--- src/rtl/ctrl_fsm_pkg.sv ---
// rtl/ctrl_fsm_pkg.sv - shared opcode, state, op-class and ALU select definitions for ctrl_fsm
package ctrl_pkg;

  typedef enum logic [3:0] {
    OP_NOOP  = 4'h0,
    OP_LOAD  = 4'h1,
    OP_STORE = 4'h2,
    OP_ADD   = 4'h3,
    OP_SUB   = 4'h4,
    OP_AND   = 4'h5,
    OP_OR    = 4'h6,
    OP_XOR   = 4'h7,
    OP_NAND  = 4'h8,
    OP_SHL   = 4'h9,
    OP_SHR   = 4'hA,
    OP_BEQ   = 4'hB,
    OP_BNE   = 4'hC,
    OP_BLT   = 4'hD,
    OP_BGE   = 4'hE,
    OP_HALT  = 4'hF
  } op_e;

  typedef enum logic [4:0] {
    ST_INIT    = 5'd0,
    ST_FETCH   = 5'd1,
    ST_DECODE  = 5'd2,
    ST_LOAD_A  = 5'd3,
    ST_LOAD_B  = 5'd4,
    ST_STORE   = 5'd5,
    ST_EXEC    = 5'd6,
    ST_BR_CMP  = 5'd7,
    ST_BR_TAKE = 5'd8,
    ST_HALT    = 5'd9
  } state_e;

  typedef enum logic [2:0] {
    CLS_NOOP   = 3'd0,
    CLS_LOAD   = 3'd1,
    CLS_STORE  = 3'd2,
    CLS_ALU    = 3'd3,
    CLS_BRANCH = 3'd4,
    CLS_HALT   = 3'd5
  } op_cls_e;

  localparam logic [3:0] ALU_ADD  = 4'd1;
  localparam logic [3:0] ALU_SUB  = 4'd2;
  localparam logic [3:0] ALU_AND  = 4'd3;
  localparam logic [3:0] ALU_OR   = 4'd4;
  localparam logic [3:0] ALU_XOR  = 4'd5;
  localparam logic [3:0] ALU_NAND = 4'd6;
  localparam logic [3:0] ALU_SHL  = 4'd7;
  localparam logic [3:0] ALU_SHR  = 4'd8;

endpackage

--- src/rtl/ctrl_fsm_if.sv ---
// rtl/ctrl_fsm_if.sv - controller <-> datapath signal bundle; slave = ctrl_fsm, master = datapath side
interface ctrl_fsm_if #(
  parameter int RAW  = 4,
  parameter int DAW  = 8,
  parameter int CNTW = 16
);
  localparam int IW = 4 + RAW + DAW;

  logic            Run;
  logic [IW-1:0]   IR;
  logic            ALU_Z;
  logic            ALU_N;
  logic            PC_CLR;
  logic            IR_LD;
  logic            PC_IC;
  logic            PC_REL;
  logic [RAW-1:0]  PC_OFS;
  logic [DAW-1:0]  D_ADDR;
  logic            D_WR;
  logic            RF_S;
  logic            RF_W_EN;
  logic [RAW-1:0]  RF_A_ADDR;
  logic [RAW-1:0]  RF_B_ADDR;
  logic [RAW-1:0]  RF_W_ADDR;
  logic [3:0]      ALU_S;
  logic            Halted;
  logic [CNTW-1:0] Retired;

  modport slave (
    input  Run, IR, ALU_Z, ALU_N,
    output PC_CLR, IR_LD, PC_IC, PC_REL, PC_OFS, D_ADDR, D_WR, RF_S, RF_W_EN,
           RF_A_ADDR, RF_B_ADDR, RF_W_ADDR, ALU_S, Halted, Retired
  );

  modport master (
    output Run, IR, ALU_Z, ALU_N,
    input  PC_CLR, IR_LD, PC_IC, PC_REL, PC_OFS, D_ADDR, D_WR, RF_S, RF_W_EN,
           RF_A_ADDR, RF_B_ADDR, RF_W_ADDR, ALU_S, Halted, Retired
  );
endinterface

--- src/rtl/ctrl_fsm_decode.sv ---
// rtl/ctrl_fsm_decode.sv - combinational IR field slicing and op classification (CTRL_FSM_BRANCH_EN)
module ctrl_decode
  import ctrl_pkg::*;
#(
  parameter int RAW = 4,
  parameter int DAW = 8
) (
  input  logic [4+RAW+DAW-1:0] i_ir,
  output op_cls_e              o_cls,
`ifdef CTRL_FSM_BRANCH_EN
  output op_e                  o_op,
`endif
  output logic [RAW-1:0]       o_ra,
  output logic [RAW-1:0]       o_rb,
  output logic [RAW-1:0]       o_lo,
  output logic [DAW-1:0]       o_laddr,
  output logic [DAW-1:0]       o_saddr,
  output logic [3:0]           o_alu_s
);
  localparam int IW = 4 + RAW + DAW;

  op_e w_op;

  assign w_op    = op_e'(i_ir[IW-1 -: 4]);
  assign o_ra    = i_ir[IW-5 -: RAW];
  assign o_rb    = i_ir[IW-5-RAW -: RAW];
  assign o_lo    = i_ir[RAW-1:0];
  assign o_laddr = i_ir[IW-5 -: DAW];
  assign o_saddr = i_ir[DAW-1:0];
`ifdef CTRL_FSM_BRANCH_EN
  assign o_op    = w_op;
`endif

  always_comb begin
    o_cls = CLS_NOOP;
    case (w_op)
      OP_LOAD:  o_cls = CLS_LOAD;
      OP_STORE: o_cls = CLS_STORE;
      OP_ADD, OP_SUB, OP_AND, OP_OR, OP_XOR, OP_NAND, OP_SHL, OP_SHR:
        o_cls = CLS_ALU;
`ifdef CTRL_FSM_BRANCH_EN
      OP_BEQ, OP_BNE, OP_BLT, OP_BGE:
        o_cls = CLS_BRANCH;
`endif
      OP_HALT:  o_cls = CLS_HALT;
      default:  o_cls = CLS_NOOP;
    endcase
  end

  // ALU opcodes 3..A map onto ALU_S 1..8
  assign o_alu_s = (o_cls == CLS_ALU) ? (w_op - 4'd2) : 4'd0;

endmodule

--- src/rtl/ctrl_fsm.sv ---
// rtl/ctrl_fsm.sv - multi-cycle fetch/decode/execute control unit with retired counter (CTRL_FSM_BRANCH_EN)
module ctrl_fsm
  import ctrl_pkg::*;
#(
  parameter int RAW  = 4,
  parameter int DAW  = 8,
  parameter int CNTW = 16
) (
  input logic     Clock,
  input logic     Reset,
  ctrl_fsm_if.slave bus
);
  state_e          r_state;
  state_e          w_next;
  logic            w_retire;
  logic [CNTW-1:0] r_retired;

  op_cls_e         w_cls;
  logic [RAW-1:0]  w_ra;
  logic [RAW-1:0]  w_rb;
  logic [RAW-1:0]  w_lo;
  logic [DAW-1:0]  w_laddr;
  logic [DAW-1:0]  w_saddr;
  logic [3:0]      w_alu_s;

`ifdef CTRL_FSM_BRANCH_EN
  op_e             w_op;
  logic            w_taken;
`else
  logic            w_unused_flags;
  assign w_unused_flags = bus.ALU_Z ^ bus.ALU_N;
`endif

  ctrl_decode #(.RAW(RAW), .DAW(DAW)) u_decode (
    .i_ir    (bus.IR),
    .o_cls   (w_cls),
`ifdef CTRL_FSM_BRANCH_EN
    .o_op    (w_op),
`endif
    .o_ra    (w_ra),
    .o_rb    (w_rb),
    .o_lo    (w_lo),
    .o_laddr (w_laddr),
    .o_saddr (w_saddr),
    .o_alu_s (w_alu_s)
  );

`ifdef CTRL_FSM_BRANCH_EN
  // Flags come from ra - rb computed combinationally while in BR_CMP
  always_comb begin
    w_taken = 1'b0;
    case (w_op)
      OP_BEQ:  w_taken = bus.ALU_Z;
      OP_BNE:  w_taken = !bus.ALU_Z;
      OP_BLT:  w_taken = bus.ALU_N;
      OP_BGE:  w_taken = !bus.ALU_N;
      default: w_taken = 1'b0;
    endcase
  end
`endif

  always_comb begin
    w_next   = r_state;
    w_retire = 1'b0;
    case (r_state)
      ST_INIT:   if (bus.Run) w_next = ST_FETCH;
      ST_FETCH:  w_next = ST_DECODE;
      ST_DECODE: begin
        case (w_cls)
          CLS_LOAD:   w_next = ST_LOAD_A;
          CLS_STORE:  w_next = ST_STORE;
          CLS_ALU:    w_next = ST_EXEC;
`ifdef CTRL_FSM_BRANCH_EN
          CLS_BRANCH: w_next = ST_BR_CMP;
`endif
          CLS_HALT: begin
            w_next   = ST_HALT;
            w_retire = 1'b1;
          end
          default: begin
            w_next   = ST_FETCH;
            w_retire = 1'b1;
          end
        endcase
      end
      ST_LOAD_A: w_next = ST_LOAD_B;
      ST_LOAD_B, ST_STORE, ST_EXEC: begin
        w_next   = ST_FETCH;
        w_retire = 1'b1;
      end
`ifdef CTRL_FSM_BRANCH_EN
      ST_BR_CMP: begin
        w_next   = w_taken ? ST_BR_TAKE : ST_FETCH;
        w_retire = !w_taken;
      end
      ST_BR_TAKE: begin
        w_next   = ST_FETCH;
        w_retire = 1'b1;
      end
`endif
      ST_HALT:   w_next = ST_HALT;
      default:   w_next = ST_INIT;
    endcase
  end

  always_ff @(posedge Clock) begin
    if (Reset) begin
      r_state   <= ST_INIT;
      r_retired <= '0;
    end else begin
      r_state <= w_next;
      if (w_retire && (r_retired != {CNTW{1'b1}}))
        r_retired <= r_retired + 1'b1;
    end
  end

  always_comb begin
    bus.PC_CLR    = 1'b0;
    bus.IR_LD     = 1'b0;
    bus.PC_IC     = 1'b0;
    bus.PC_REL    = 1'b0;
    bus.PC_OFS    = '0;
    bus.D_ADDR    = '0;
    bus.D_WR      = 1'b0;
    bus.RF_S      = 1'b0;
    bus.RF_W_EN   = 1'b0;
    bus.RF_A_ADDR = '0;
    bus.RF_B_ADDR = '0;
    bus.RF_W_ADDR = '0;
    bus.ALU_S     = 4'd0;
    bus.Halted    = 1'b0;
    case (r_state)
      ST_INIT:   bus.PC_CLR = 1'b1;
      ST_FETCH:  bus.IR_LD  = 1'b1;
      ST_DECODE: bus.PC_IC  = 1'b1;
      ST_LOAD_A, ST_LOAD_B: begin
        bus.D_ADDR    = w_laddr;
        bus.RF_S      = 1'b1;
        bus.RF_W_ADDR = w_lo;
        bus.RF_W_EN   = (r_state == ST_LOAD_B);
      end
      ST_STORE: begin
        bus.RF_A_ADDR = w_ra;
        bus.D_ADDR    = w_saddr;
        bus.D_WR      = 1'b1;
      end
      ST_EXEC: begin
        bus.RF_A_ADDR = w_ra;
        bus.RF_B_ADDR = w_rb;
        bus.RF_W_ADDR = w_lo;
        bus.RF_W_EN   = 1'b1;
        bus.ALU_S     = w_alu_s;
      end
`ifdef CTRL_FSM_BRANCH_EN
      ST_BR_CMP: begin
        bus.RF_A_ADDR = w_ra;
        bus.RF_B_ADDR = w_rb;
        bus.ALU_S     = ALU_SUB;
      end
      ST_BR_TAKE: begin
        bus.PC_REL = 1'b1;
        bus.PC_OFS = w_lo;
      end
`endif
      ST_HALT:   bus.Halted = 1'b1;
      default:   bus.PC_CLR = 1'b0;
    endcase
  end

  assign bus.Retired = r_retired;

endmodule

--- src/flat_wrapper.sv ---
// flat-port wrapper written by rule: the top's interface ports become plain ports
module ctrl_fsm_flat import ctrl_pkg::*;
#(
  parameter int RAW  = 4,
  parameter int DAW  = 8,
  parameter int CNTW = 16
)
  (Clock, Reset, bus_Run, bus_IR, bus_ALU_Z, bus_ALU_N, bus_PC_CLR, bus_IR_LD, bus_PC_IC, bus_PC_REL, bus_PC_OFS, bus_D_ADDR, bus_D_WR, bus_RF_S, bus_RF_W_EN, bus_RF_A_ADDR, bus_RF_B_ADDR, bus_RF_W_ADDR, bus_ALU_S, bus_Halted, bus_Retired);
  ctrl_fsm_if #(.RAW(RAW), .DAW(DAW), .CNTW(CNTW)) bus_i ();
  input logic Clock;
  input logic Reset;
  input wire logic [$bits(bus_i.Run)-1:0] bus_Run;
  input wire logic [$bits(bus_i.IR)-1:0] bus_IR;
  input wire logic [$bits(bus_i.ALU_Z)-1:0] bus_ALU_Z;
  input wire logic [$bits(bus_i.ALU_N)-1:0] bus_ALU_N;
  output wire logic [$bits(bus_i.PC_CLR)-1:0] bus_PC_CLR;
  output wire logic [$bits(bus_i.IR_LD)-1:0] bus_IR_LD;
  output wire logic [$bits(bus_i.PC_IC)-1:0] bus_PC_IC;
  output wire logic [$bits(bus_i.PC_REL)-1:0] bus_PC_REL;
  output wire logic [$bits(bus_i.PC_OFS)-1:0] bus_PC_OFS;
  output wire logic [$bits(bus_i.D_ADDR)-1:0] bus_D_ADDR;
  output wire logic [$bits(bus_i.D_WR)-1:0] bus_D_WR;
  output wire logic [$bits(bus_i.RF_S)-1:0] bus_RF_S;
  output wire logic [$bits(bus_i.RF_W_EN)-1:0] bus_RF_W_EN;
  output wire logic [$bits(bus_i.RF_A_ADDR)-1:0] bus_RF_A_ADDR;
  output wire logic [$bits(bus_i.RF_B_ADDR)-1:0] bus_RF_B_ADDR;
  output wire logic [$bits(bus_i.RF_W_ADDR)-1:0] bus_RF_W_ADDR;
  output wire logic [$bits(bus_i.ALU_S)-1:0] bus_ALU_S;
  output wire logic [$bits(bus_i.Halted)-1:0] bus_Halted;
  output wire logic [$bits(bus_i.Retired)-1:0] bus_Retired;
  assign bus_i.Run = bus_Run;
  assign bus_i.IR = bus_IR;
  assign bus_i.ALU_Z = bus_ALU_Z;
  assign bus_i.ALU_N = bus_ALU_N;
  assign bus_PC_CLR = bus_i.PC_CLR;
  assign bus_IR_LD = bus_i.IR_LD;
  assign bus_PC_IC = bus_i.PC_IC;
  assign bus_PC_REL = bus_i.PC_REL;
  assign bus_PC_OFS = bus_i.PC_OFS;
  assign bus_D_ADDR = bus_i.D_ADDR;
  assign bus_D_WR = bus_i.D_WR;
  assign bus_RF_S = bus_i.RF_S;
  assign bus_RF_W_EN = bus_i.RF_W_EN;
  assign bus_RF_A_ADDR = bus_i.RF_A_ADDR;
  assign bus_RF_B_ADDR = bus_i.RF_B_ADDR;
  assign bus_RF_W_ADDR = bus_i.RF_W_ADDR;
  assign bus_ALU_S = bus_i.ALU_S;
  assign bus_Halted = bus_i.Halted;
  assign bus_Retired = bus_i.Retired;
  ctrl_fsm #(.RAW(RAW), .DAW(DAW), .CNTW(CNTW)) u_core (.Clock(Clock), .Reset(Reset), .bus(bus_i));
endmodule
--- config.mk ---
export PLATFORM = sky130hd
export DESIGN_NAME = ctrl_fsm_flat
export DESIGN_NICKNAME = d
export VERILOG_FILES = /design/src/rtl/ctrl_fsm_pkg.sv /design/src/rtl/ctrl_fsm_if.sv /design/src/rtl/ctrl_fsm_decode.sv /design/src/rtl/ctrl_fsm.sv /design/src/flat_wrapper.sv
export SDC_FILE = /design/constraint.sdc
export NUM_CORES = 1
export LEC_CHECK = 0
export ABC_AREA = 1
export CAP_MARGIN = 20
export CORE_ASPECT_RATIO = 1.2
export CORE_UTILIZATION = 30
export CTS_BUF_LIST = sky130_fd_sc_hd__clkbuf_2
export CTS_CLUSTER_SIZE = 14
export DETAILED_ROUTE_END_ITERATION = 12
export SETUP_SLACK_MARGIN = 0.02
export SYNTH_ARGS = -nofsm -noshare
export SYNTH_HDL_FRONTEND = slang
export SYNTH_SLANG_ARGS = --single-unit
--- constraint.sdc ---
create_clock -name Clock -period 3.1 [get_ports Clock]
set_input_delay 0.62 -clock Clock [delete_from_list [all_inputs] [get_ports Clock]]
set_output_delay 0.62 -clock Clock [all_outputs]
set_load 0.02 [all_outputs]
# [Yosys cells after proc, flatten, opt, wreduce, memory -nomap -nowiden]
# Memories as Yosys holds them, arrays and structs flattened.
# Index checks and enable logic that the tools add are counted.
[op_classes] add_sub_neg=2 eq_ne=13 mux=18 reduce_logical=7
[op_table] operator="$pmux 5 s6" count=1
[op_table] operator="$mux 4" count=5
[op_table] operator="$add 16x1->16 const B" count=1
[op_table] operator="$ne 16x16->1 const B" count=1
[op_table] operator="$pmux 4 s4" count=1
[op_table] operator="$pmux 8 s2" count=1
[op_table] operator="$eq 5x3->1 const B" count=3
[op_table] operator="$eq 5x2->1 const B" count=2
[op_table] operator="$reduce_or 3->1" count=3
[op_table] operator="$mux 1" count=7
[op_table] operator="$eq 3x2->1 const B" count=2
[op_table] operator="$eq 5x1->1 const B" count=1
[op_table] operator="$eq 5x4->1 const B" count=1
[op_table] operator="$logic_not 5->1" count=1
[op_table] operator="$mux 5" count=1
[op_table] operator="$pmux 1 s2" count=2
[op_table] operator="$reduce_or 2->1" count=2
[op_table] operator="$sub 4x2->4 const B" count=1
[op_table] operator="$eq 3x1->1 const B" count=1
[op_table] operator="$eq 3x3->1 const B" count=1
[op_table] operator="$ne 2x2->1 const B" count=1
[op_table] operator="$logic_and 1x1->1" count=1
[word_totals] register_bits=21 rom_bits=48 in_bits=21 out_inout_bits=52 wordCells=43 memories=1
[mem_list] name="(no name shown)" depth=16 word_bits=3 rd=1 rd_clocked_by_memory_dff=0 write_ports=0 line="ctrl_fsm_decode.sv:36" source="case (w_op)"

# [Longest topological paths before layout]
# Gate-level depths: netlist of the first run.
# An unclocked memory read counts as a cell.
[logic_depth] ltp_word=6 depth_mapped=10 ltp_nobuf=10

# [Modules after synthesis]
# Synthesis of the first run repeated with hierarchy kept, for this count alone.
[hier_totals] cells_unflattened=318 area_unflattened_um2=1933.1
[by_module_without_submodules] mod="ctrl_fsm" instances=1 cells_per_inst=271 area_each_um2=1616.6 seq_area_each_um2=400.4
[by_module_without_submodules] mod="ctrl_decode" instances=1 cells_per_inst=47 area_each_um2=316.6 seq_area_each_um2=0.0

# [Worst setup path before layout of the first run]
# OpenSTA, ideal clock, no wires.
[synth_path] kind="input port to output port" start="in bus_IR[13]" end="out bus_ALU_S[3]" arrival_ns=1.587 slack_ns=0.893 stages=5 cell_sequence="inv_1 -> ha_1 -> nand2_1 -> nand4_1 -> nor3_1"
[synth_via] elab_chain_cells=4
[synth_lines] item="from (decl)" line="flat_wrapper.sv:13" source="input wire logic [$bits(bus_i.IR)-1:0] bus_IR;"
[synth_lines] item="$mem_v2 16x3"
[synth_lines] item="$eq 3x2->1" line="ctrl_fsm_decode.sv:51" source="assign o_alu_s = (o_cls == CLS_ALU) ? (w_op - 4'd2) : 4'd0;"
[synth_lines] item="$mux 4 (*)" line="ctrl_fsm_decode.sv:51"
[synth_lines] item="$mux 4 (*)" line="ctrl_fsm.sv:132" source="case (r_state)"
[synth_lines] item="to (decl)" line="flat_wrapper.sv:28" source="output wire logic [$bits(bus_i.ALU_S)-1:0] bus_ALU_S;"
# Mark *: on every way between the ends. The rest lies on a longest branch, timed or not.

# [Final worst setup path of the first run]
[layout_path] start="reg u_core.r_state[2]" end="out bus_D_ADDR[3]"
[layout_via] elab_chain_cells=3
[layout_lines] item="from (decl)" line="ctrl_fsm.sv:13" source="state_e r_state;"
[layout_lines] item="from (signal assigned)" line="ctrl_fsm.sv:111" source="r_state <= w_next;"
[layout_lines] item="$eq 5x2->1 or $eq 5x3->1 (tied branches)" line="ctrl_fsm.sv:132"
[layout_lines] item="$reduce_or 2->1" line="ctrl_fsm.sv:132"
[layout_lines] item="$pmux 8 s2 (*)" line="ctrl_fsm.sv:132"
[layout_lines] item="to (decl)" line="flat_wrapper.sv:21" source="output wire logic [$bits(bus_i.D_ADDR)-1:0] bus_D_ADDR;"
# Marks and branches as above.

==> results.md, run 1 <==
* Min-Delay Path Class: reg -> reg
* DIE HEIGHT at around 80 µm
* Hold_buf cts at 0
* ANT nets after route at 0
* Max cap viols at 0
* Share of cells above drive strength 1 at 0.118
* Combinational fraction of design power at 0.415
* CP max FO at 8
* Yosys reg bits at 20
* Pwr per Cell Area at roughly 280 nW/µm²
* Htree depth at 1
* Final hold viol count at 0
* Area growth syn-to-layout at 46.4%
* Ports at 73
* Vias per Instance at around 4.6
* Initial antenna violation count at 0
* Port Buf Inserts at 65
* Nets at around 350
* Hold path depth at 2
* Ranking of synthesized cells by area: dfxtp_1, nand2_1, nor2_1
* Finish-stage setup viols at 0
* Wire per inst at between 10 and 15 µm
* Gr usage total at 0.164
* Synth unique cells at 27
* Cell chain of the critical path: inv_1 > nor2_1 > inv_1 > nor2_1 > inv_1 > o22ai_1 > clkdlybuf4s50_1
* Syn avg cell area at 6.32 µm²
* Chip width at about 69 µm
* Startpoint types: flop
* Post-DP HPWL at between 3000 and 4000 µm
* R2R Setup Slk at 1.13 ns
* Status: complete, no violations
* Critical Path Most Common Cell: inv_1
* Clock buffers created by TritonCTS at 3
* Setup CP Type: reg -> out
* Syn Inst Count at roughly 260
* Switching power at 0.000258 W
* Seq/Total Area, Yosys at 0.248
* Clock sink total at 20
* Die ar. at 5670 µm²
* Async S/R FF share, synth at 0
* Peak VDD IR at between 0.1 and 0.15 mV
* R2r endpoint: u_core.bus.Retired[1]$_SDFFE_PP0P_
* Min Tclk post-route at approximately 2.8 ns
* Largest net degree at the start of global routing at 18
* Max Root-Sink Buffers at 2
* Slowest-stage cell, CP: clkdlybuf4s50_1
* Syn. warnings at 0
* Core box area at roughly 5000 µm²
* Vias in the first global route at ~1,600
* Fill count at 537
* ANT cells at 0
* Post-synth EDFFs at 0
* Share of the synthesized area in the top cell type at 0.248
* Router iterations before antenna repair at 4
* First-pass GRT wire length at slightly above 7000 µm
* Pleak at 1.15 nW
* Worst R2R Start: u_core.bus.Retired[0]$_SDFFE_PP0P_
* Hold EP: u_core.bus.Retired[15]$_SDFFE_PP0P_
* Clk slew on worst S/H paths at 0.21 ns
* Fin Setup TNS at 0 ns
* Max incr delay on CP at 0.62 ns
* Rel. slew slack at 0.606
* Worst-Margin Slew at 0.589 ns
* RSZ-0062 raised after global routing: no
* Area taken by multi-input logic gates at between 900 and 1000 µm²
* Worst min-delay path startpoint: u_core.bus.Retired[15]$_SDFFE_PP0P_
* Fmax at 356 MHz
* DR iter-0 viols at 30
* Initial Util at 0.319
* Worst clock skew at approximately 0.017 ns
* Top_reg_cell synth: dfxtp_1
* Reg area at around 400 µm²
* Row Count at 28
* Clock root cell: clkbuf_2
* Gpl congestion at between 0.8 and 0.9
* CTS tree: yes
* Net Sw Frac at 0.386
* R2r worst-path depth at 8
* Setup crit end kind: primary output
* Final WL at 4380 µm
* Vias at ~1,800
* GRT overflow at 0
* Synthesized cell area at 1610 µm²
* Clk Latency, worst-skew pair at between 0.3 and 0.4 ns
* Clock power share at 0.167
* Sequential Power Share at 0.418
* Drt drc at 0
* Worst Path Required at ~2.5 ns
* Final Max Tran Viols at 0
* Internal power at just over 0.0004 W
* Fin crit share at 0.906
* Area leader, netlist: dfxtp_1
* Crit path DAT at ~2.2 ns
* Core Util, Final at 0.468
==> cells in the final DEF, fill, tap and decap left out <==
master / synthesis / layout
a21oi_2: 11 / 11
a21oi_1: 8 / 8
inv_2: 4 / 4
nand4_4: 1 / 1
xor2_1: 3 / 3
nor2_1: 43 / 43
clkdlybuf4s50_1: 0 / 51
nand2_1: 50 / 50
o21bai_1: 2 / 2
o22ai_1: 8 / 8
dlymetal6s2s_1: 0 / 14
dfxtp_1: 20 / 20
nand2_2: 7 / 7
nor3_2: 1 / 1
clkbuf_2: 0 / 3
nor3_1: 3 / 3
ha_1: 2 / 2
inv_1: 36 / 36
conb_1: 1 / 5
nand4_1: 5 / 5
o21ai_0: 3 / 3
o21ai_1: 1 / 1
xnor2_1: 4 / 4
nand2_4: 2 / 2
nor2_4: 4 / 4
nand3_1: 25 / 25
nand3_2: 1 / 1
buf_4: 6 / 4
clkinv_1: 0 / 1
==> metal layers <==
| layer | GRT usage | wire length, µm |
|---|---|---|
| met1 | 0.195 | 1900 |
| met2 | 0.305 | 2100 |
| met3 | 0.0151 | 358 |
| met4 | 0.0429 | 20 |
| met5 | 0 | 0 |
==> state kept, by name (all words and copies together) (netlist names) <==
| name | cells |
|---|---|
| u_core.bus.Retired | 16 |
| u_core.r_state | 4 |
==> cell usage after synthesis, types with 4 or more instances <==
cell     instances
buf_4            6
nand2_2          7
a21oi_1          8
a21oi_2         11
nand4_1          5
nand3_1         25
dfxtp_1         20
inv_2            4
nor2_1          43
o22ai_1          8
nand2_1         50
nor2_4           4
inv_1           36
xnor2_1          4
==> layout make-up <==
class,instances,share of cell area
clock buffers,3,0.00636
clock inverters,1,0.00159
inverters,40,0.0636
multi-input cells,189,0.424
flip-flops and latches,20,0.170
well taps,60,0.0318
repair buffers,69,0.303
==> per-stage QoR <==
step	power (W)	cells	hold WS (ns)	area (µm²)	setup slack, ns
global route	0.000722	382	0.564	2360	0.0216
floorplan	0.000459	259	0.521	1630	0.893
detailed placement	0.000568	378	0.498	2310	0.0577
CTS	0.000685	382	0.524	2320	0.0595
global placement	0.000568	378	0.489	2310	0.0587
finish	0.000669	382	0.524	2360	0.292
==> repair_timing <==
item / in CTS / in global routing
buffers inserted: 0 / 0
endpoints found under the setup margin: 0 / 14
resized for setup: 0 / 14
==> power by group through the flow <==
| stage | clock, W | sequential (W) | combinational [W] |
|---|---|---|---|
| 2_1_floorplan | 0 | 0.000287 | 0.000173 |
| 3_3_place_gp | 0 | 0.000285 | 0.000283 |
| 3_5_place_dp | 0 | 0.000285 | 0.000283 |
| 4_1_cts | 0.000122 | 0.000280 | 0.000283 |
| 5_1_grt | 0.000134 | 0.000283 | 0.000305 |
| 6_report | 0.000112 | 0.000280 | 0.000278 |
==> cell families (layout without fill, tap and decap cells) <==
kind of cell             Yosys count  in the layout  share of synthesized area
AO/OA/AOI/OAI                     33             33                      0.137
XOR/XNOR                           7              7                     0.0380
adder cells (fa/ha/maj)            2              2                     0.0155
buffers and inverters             50            113                      0.141
flip-flops                        20             20                      0.248
other                              1              5                    0.00233
AND/OR/NAND/NOR                  142            142                      0.418
==> how the worst max path moves through the flow <==
stage                                   startpoint             to  slack (ns)
detailed placement                      bus_IR[13]   bus_ALU_S[3]        0.06
global placement                        bus_IR[13]   bus_ALU_S[3]        0.06
global route        u_core.r_state[2]$_SDFFE_PP0P_  bus_D_ADDR[3]        0.02
finish              u_core.r_state[2]$_SDFFE_PP0P_  bus_D_ADDR[3]        0.29
floorplan                               bus_IR[13]   bus_ALU_S[3]        0.89
CTS                                     bus_IR[13]   bus_ALU_S[3]        0.06
==> worst max-delay path: cells and delay by family, from the launching register on <==
family	cells	cell delay, ns
AO/OA/AOI/OAI	1	0.19
AND/OR/NAND/NOR	2	0.37
buffers and inverters	4	0.94
flip-flops	1	0.37
(Power assumes the default switching activity.)
==> inputs of run 2 (changes only) <==
--- a/config.mk
+++ b/config.mk
@@ -16,3 +16,4 @@
 export SYNTH_ARGS = -nofsm -noshare
 export SYNTH_HDL_FRONTEND = slang
 export SYNTH_SLANG_ARGS = --single-unit
+export TNS_END_PERCENT = 30
==> results of run 2 <==
The final DEF is identical to that of run 1; final timing and power are the same.
